File: src/rtl/ccl_pkg.sv
// Shared types for the connected-components labeler frame sequencer:
// FSM state encoding, label width and the object record layout.
package ccl_pkg;

    localparam int WORD_SIZE = 8;
    localparam logic [WORD_SIZE-1:0] MAX = '1;

    typedef enum logic [2:0] {
        S_IDLE,
        S_SCAN,
        S_DRAIN,
        S_READ,
        S_WAIT_RD,
        S_PRESENT,
        S_DONE
    } ccl_state_e;

    typedef struct packed {
        logic [WORD_SIZE-1:0] id;
        logic [15:0]          x;
        logic [15:0]          y;
        logic                 last;
    } ccl_rec_t;

endpackage

File: src/rtl/ccl_raster_counter.sv
// Raster x/y position counter: advances one pixel per accept, wraps at the
// end of each line and at the end of the frame, held at 0 while clear is high.
module ccl_raster_counter #(
    parameter int WIDTH  = 640,
    parameter int HEIGHT = 480
) (
    input  logic        clk,
    input  logic        reset_n,
    input  logic        advance,
    input  logic        clear,
    output logic [15:0] x,
    output logic [15:0] y,
    output logic        last
);

    logic x_end, y_end;

    assign x_end = (x == 16'(WIDTH - 1));
    assign y_end = (y == 16'(HEIGHT - 1));
    assign last  = x_end && y_end;

    always_ff @(posedge clk) begin
        if (!reset_n || clear) begin
            x <= '0;
            y <= '0;
        end else if (advance) begin
            if (x_end) begin
                x <= '0;
                y <= y_end ? 16'd0 : y + 16'd1;
            end else begin
                x <= x + 16'd1;
            end
        end
    end

endmodule

File: src/rtl/ccl_frame_sequencer.sv
// Frame sequencer for the CC labeler: raster scan, pipeline drain, then one
// centroid record per label. Optional sticky label_ovf via CCL_SEQ_LABEL_OVF_EN.
module ccl_frame_sequencer
    import ccl_pkg::*;
#(
    parameter int WIDTH     = 640,
    parameter int HEIGHT    = 480,
    parameter int WORD      = WORD_SIZE,
    parameter int DRAIN_CYC = 4,
    parameter int RD_LAT    = 1
) (
    input  logic            clk,
    input  logic            reset_n,
    input  logic            start,
    input  logic            abort,
    input  logic            in_valid,
    output logic            in_ready,
    output logic            ccl_en,
    output logic            ccl_flush,
    output logic [15:0]     x,
    output logic [15:0]     y,
    input  logic [WORD-1:0] num_labels,
    output logic [WORD-1:0] obj_id,
    input  logic [15:0]     obj_x,
    input  logic [15:0]     obj_y,
    output logic            out_valid,
    input  logic            out_ready,
    output logic [WORD-1:0] out_id,
    output logic [15:0]     out_x,
    output logic [15:0]     out_y,
    output logic            out_last,
    output logic            busy,
    output logic            frame_done,
    output logic            label_ovf
);

    localparam int DW = $clog2(DRAIN_CYC + 1);
    localparam int RW = $clog2(RD_LAT + 2);

    ccl_state_e      state, state_nx;
    logic [DW-1:0]   drain_cnt;
    logic [RW-1:0]   rd_cnt;
    logic [WORD-1:0] n_obj, k;
    logic            accept, last_px, k_last;
    ccl_rec_t        rec;

    assign accept = in_ready && in_valid;
    // The labeler runs on every accepted pixel and on every drain cycle.
    assign ccl_en = accept || ccl_flush;
    assign k_last = (k == n_obj - WORD'(1));

    assign out_id   = rec.id;
    assign out_x    = rec.x;
    assign out_y    = rec.y;
    assign out_last = rec.last;

    ccl_raster_counter #(.WIDTH(WIDTH), .HEIGHT(HEIGHT)) u_raster (
        .clk     (clk),
        .reset_n (reset_n),
        .advance (accept),
        .clear   (state != S_SCAN),
        .x       (x),
        .y       (y),
        .last    (last_px)
    );

    always_comb begin
        state_nx = state;
        case (state)
            S_IDLE:    if (start) state_nx = S_SCAN;
            S_SCAN:    if (accept && last_px) state_nx = S_DRAIN;
            S_DRAIN:   if (drain_cnt == DW'(DRAIN_CYC - 1)) state_nx = S_READ;
            S_READ:    state_nx = (n_obj <= WORD'(1)) ? S_DONE : S_WAIT_RD;
            S_WAIT_RD: if (rd_cnt == RW'(RD_LAT)) state_nx = S_PRESENT;
            S_PRESENT: if (out_ready) state_nx = k_last ? S_DONE : S_WAIT_RD;
            S_DONE:    state_nx = S_IDLE;
            default:   state_nx = S_IDLE;
        endcase
        if (abort) state_nx = S_IDLE;
    end

    always_ff @(posedge clk) begin
        if (!reset_n) begin
            state      <= S_IDLE;
            busy       <= 1'b0;
            in_ready   <= 1'b0;
            ccl_flush  <= 1'b0;
            out_valid  <= 1'b0;
            frame_done <= 1'b0;
            drain_cnt  <= '0;
            rd_cnt     <= '0;
            n_obj      <= '0;
            k          <= '0;
            obj_id     <= '0;
            rec        <= '0;
        end else begin
            state      <= state_nx;
            busy       <= (state_nx != S_IDLE);
            in_ready   <= (state_nx == S_SCAN);
            ccl_flush  <= (state_nx == S_DRAIN);
            out_valid  <= (state_nx == S_PRESENT);
            frame_done <= (state_nx == S_DONE);
            drain_cnt  <= (state == S_DRAIN) ? drain_cnt + DW'(1) : '0;
            rd_cnt     <= (state == S_WAIT_RD && state_nx == S_WAIT_RD) ? rd_cnt + RW'(1) : '0;

            if (state == S_DRAIN && state_nx == S_READ)
                n_obj <= num_labels;
            if (state == S_READ && state_nx == S_WAIT_RD) begin
                k      <= WORD'(1);
                obj_id <= WORD'(1);
            end
            // obj_x/obj_y have settled for obj_id after RD_LAT cycles.
            if (state == S_WAIT_RD && state_nx == S_PRESENT)
                rec <= '{id: k, x: obj_x, y: obj_y, last: k_last};
            if (state == S_PRESENT && state_nx == S_WAIT_RD) begin
                k      <= k + WORD'(1);
                obj_id <= k + WORD'(1);
            end
            if (state_nx == S_IDLE)
                obj_id <= '0;
        end
    end

`ifdef CCL_SEQ_LABEL_OVF_EN
    always_ff @(posedge clk) begin
        if (!reset_n)
            label_ovf <= 1'b0;
        else if (state == S_IDLE && start && !abort)
            label_ovf <= 1'b0;
        else if ((state == S_SCAN || state == S_DRAIN) && num_labels == MAX)
            label_ovf <= 1'b1;
    end
`else
    assign label_ovf = 1'b0;
`endif

endmodule

File: config.mk
export PLATFORM = sky130hd
export DESIGN_NAME = ccl_frame_sequencer
export DESIGN_NICKNAME = d
export VERILOG_FILES = /design/src/rtl/ccl_pkg.sv /design/src/rtl/ccl_raster_counter.sv /design/src/rtl/ccl_frame_sequencer.sv
export SDC_FILE = /design/constraint.sdc
export NUM_CORES = 1
export LEC_CHECK = 0
export CAP_MARGIN = 20
export CORE_UTILIZATION = 44
export DETAILED_ROUTE_END_ITERATION = 16
export GPL_ROUTABILITY_DRIVEN = 0
export HOLD_SLACK_MARGIN = 0.03
export MAX_ROUTING_LAYER = met4
export PLACE_DENSITY = 0.77
export SLEW_MARGIN = 15
export SYNTH_ARGS = -nofsm -noshare
export SYNTH_HDL_FRONTEND = slang
export SYNTH_SLANG_ARGS = --single-unit
File: constraint.sdc
create_clock -name clk -period 2.21 [get_ports clk]
set_input_delay 0.663 -clock clk [delete_from_list [all_inputs] [get_ports clk]]
set_output_delay 0.663 -clock clk [all_outputs]
set_load 0.02 [all_outputs]
==> run summary <==
outcome = finished with violations
failing checks = negative setup slack
ys async rst share = 0%
synthesized instance count = 577
worst vdd ir = 323 uV
register bit total from synthesis = 110
Post-synth EDFFs = 0
Worst Path Arrival = 2.63 ns
Area after DPL = 6680 sq um
WHS Path Cells = 1
Initial DRT Pass Iterations = 4
register share of total power = 60.1%
worst-path fanout max = 8
Netlist cell types = 53
post-synthesis share of cell area spent on xor and xnor gates = 7.72%
Worst-path clk slew = 0.09 ns
vias in the first global route = 4516
initial core utilization = 45.0%
Setup TNS Final = -1.35 ns
Layout Nets = 796
Synth Cell Area = 4880 sq um
CTS tree = done
adder-cell area share of the yosys netlist = 2.05%
internal reg-to-reg setup slack = -0.11 ns
setup ws final = -0.111 ns
Area contributors post-synth = dfxtp_1 (45%), nand2_1 (8.1%), a21oi_1 (5.8%)
largest family of logic cells by synthesized area = simple AND/OR/NAND/NOR gates
met2 Track Usage GR = 39.0%
post-synthesis simple-gate area fraction = 26.9%
Net Count, Synth = 631
critical path launch point type = flop
initial antenna violation count = 0
post-synthesis compound-gate area fraction = 12.6%
min Tclk post-route = 2.32 ns
combinational power share = 5.2%
GRT Max-Usage Layer = met2
max_cap viols = 0
post-synthesis mux area share = 1.64%
drt total wl = 13000 um
Routed Antenna Nets = 0
DR iter-0 viols = 272
ANT cells = 0
Via Count = 4660
GR Util met1 = 28.9%
Final Cell Area = 7030 sq um
post-synthesis sequential area ratio = 45.1%
synth warn = 0
first-pass GRT wire length = 21300 um
met3 Usage GRT = 4.36%
Hold Path Sink = drain_cnt[0]
Site Rows = 38
final core occ = 64.9%
relative slew slack = 63.5%
WP data required = 2.52 ns
DRC = 0
CTS Sinks = 110
f_max = 431 MHz
CTS buffer count = 9
Most used DFF post-synth = dfxtp_1
vias per cell = 5.26
post-synth top area cell = dfxtp_1
clock root cell = clkbuf_8
final setup vio count = 19
CP Class = flop to flop
Pwr Total = 3300 uW
Hold Buf Count CTS = 0
HPWL after DPL = 9500 um
DR WL/cell = 14.6 um
Worst-Margin Slew = 0.547 ns
leakage = 0.00246 uW
global-route usage over all layers = 23.9%
I/O Buffers = 132
Remaining Overflow, GRT = 0
Final Max Slew Viols = 0
reg2reg end = k[5]
min-delay worst type = flop to flop
clock network power share = 34.7%
syn avg cell area = 8.46 sq um
post-synth top area share = 45.1%
Psw = 720 uW
CORE AREA = 10800 sq um
Pwr per Cell Area = 470 nW/um^2
Worst Hold Launch = drain_cnt[0]
H-tree levels = 3
Clk Latency, worst-skew pair = 0.37 ns
final count of hold timing violations = 0
RSZ-0062 raised after global routing = yes
largest net degree at the start of global routing = 31
Die Y = 107 um
number of cells on the worst reg-to-reg path = 9
CP Capture Type = flop
Top Ports = 134
Area Growth Syn to Fin = 44.1%
Tcrit/Tclk final = 105%
Die W = 107 um
Clock Tree Buf Depth = 2
Worst Skew = 0.00880 ns
DIE AREA = 11500 sq um
Net Sw Frac = 21.8%
layout cells sized above 1 = 14.6%
P_int = 2580 uW
Critical R2R Launch = n_obj[0]
pre-CTS setup slack = -0.607 ns
## worst max path at each step
stage,depth (start not counted),startpoint,to
after floorplan,9,n_obj[0],k[3]
after global placement,6,out_ready,k[7]
after detailed placement,6,out_ready,k[4]
after CTS,9,n_obj[0],k[5]
after global routing,9,n_obj[1],k[5]
final,9,n_obj[0],k[5]
## metal layers
layer	wire, um	part of all wire (%)
met1	5730	44
met2	6260	48
met3	683	5.3
met4	301	2.3
met5	0	0
## cell usage after synthesis, types with 2 or more instances
cell type	count
dfxtp_1	110
nand2_1	105
a21oi_1	57
nor2_1	55
xor2_1	24
clkbuf_1	23
nand3_1	21
xnor2_1	19
o21ai_0	17
and3_1	12
nor3_1	9
nor4_1	9
or3_1	9
ha_1	8
inv_1	8
mux2i_1	8
nand4_1	7
nor2b_1	7
nor3b_1	7
o221a_2	6
o211ai_1	5
buf_4	4
nand2b_1	4
or2_2	4
a211oi_1	3
and2_1	3
and3b_1	3
buf_2	3
a211o_1	2
buf_6	2
## power by group through the flow
stage | combinational, uW | clock, uW | sequential [uW]
floorplan | 47.7 | 0 | 2030
detailed placement | 164 | 0 | 2030
finish | 172 | 1140 | 1980
CTS | 166 | 1190 | 1980
global route | 184 | 1270 | 1990
global placement | 161 | 0 | 2030
## registers in the layout, indices dropped and copies added (netlist names)
| name | count |
|---|---|
| busy | 1 |
| ccl_flush | 1 |
| drain_cnt | 3 |
| frame_done | 1 |
| in_ready | 1 |
| k | 8 |
| n_obj | 8 |
| obj_id | 8 |
| out_id | 8 |
| out_last | 1 |
| out_valid | 1 |
| out_x | 16 |
| out_y | 16 |
| rd_cnt | 2 |
| state | 3 |
| u_raster.x | 16 |
| u_raster.y | 16 |
## cell type report
class,count,area [sq um]
clock buffer,13,169
clock inverter,2,15.0
fill,919,3810
inverter,9,33.8
multi-input combinational,426,2660
sequential,110,2210
tap,140,175
timing repair buffer,186,1780
## kinds of logic after synthesis
logic type                 Yosys count
muxes                                8
DFF                                110
and+or+nand+nor                    266
other                                1
buffers and inverters               42
adders and majority gates            8
xor gates and xnor gates            43
AOI/OAI and AO/OA                   99
## worst max-delay path: stages, from the launching register on
cell	delay, ns
dfxtp_4	0.36
inv_2	0.04
ha_4	0.16
nor2b_1	0.11
or3_1	0.31
a311o_1	0.37
nor4b_4	0.33
buf_6	0.18
or2_4	0.21
o221a_4	0.19
## per-stage QoR
step / hold slack, ns / std cells
6_report: 0.430 / 886
3_3_place_gp: 0.405 / 868
3_5_place_dp: 0.420 / 868
5_1_grt: 0.463 / 886
2_1_floorplan: 0.398 / 577
4_1_cts: 0.434 / 884
## timing repair
action | 4_1_cts | 5_1_grt
resized for setup | 20 | 17
endpoints found under the setup margin | 40 | 39
buffers inserted | 2 | 2
cloned | 0 | 1
pin swaps | 12 | 9
## cell usage in the layout (no fill, tap or decap), types with 8 or more instances in the layout
cell type and count:
clkdlybuf4s50_1 129, dfxtp_1 108, nand2_1 104, nor2_1 55, a21oi_1 54, buf_4 47
xor2_1 24, nand3_1 20, xnor2_1 19, o21ai_0 13, and3_1 12, clkbuf_8 12
or3_1 9, nor3_1 8, mux2i_1 8
(Power assumes the default switching activity.)
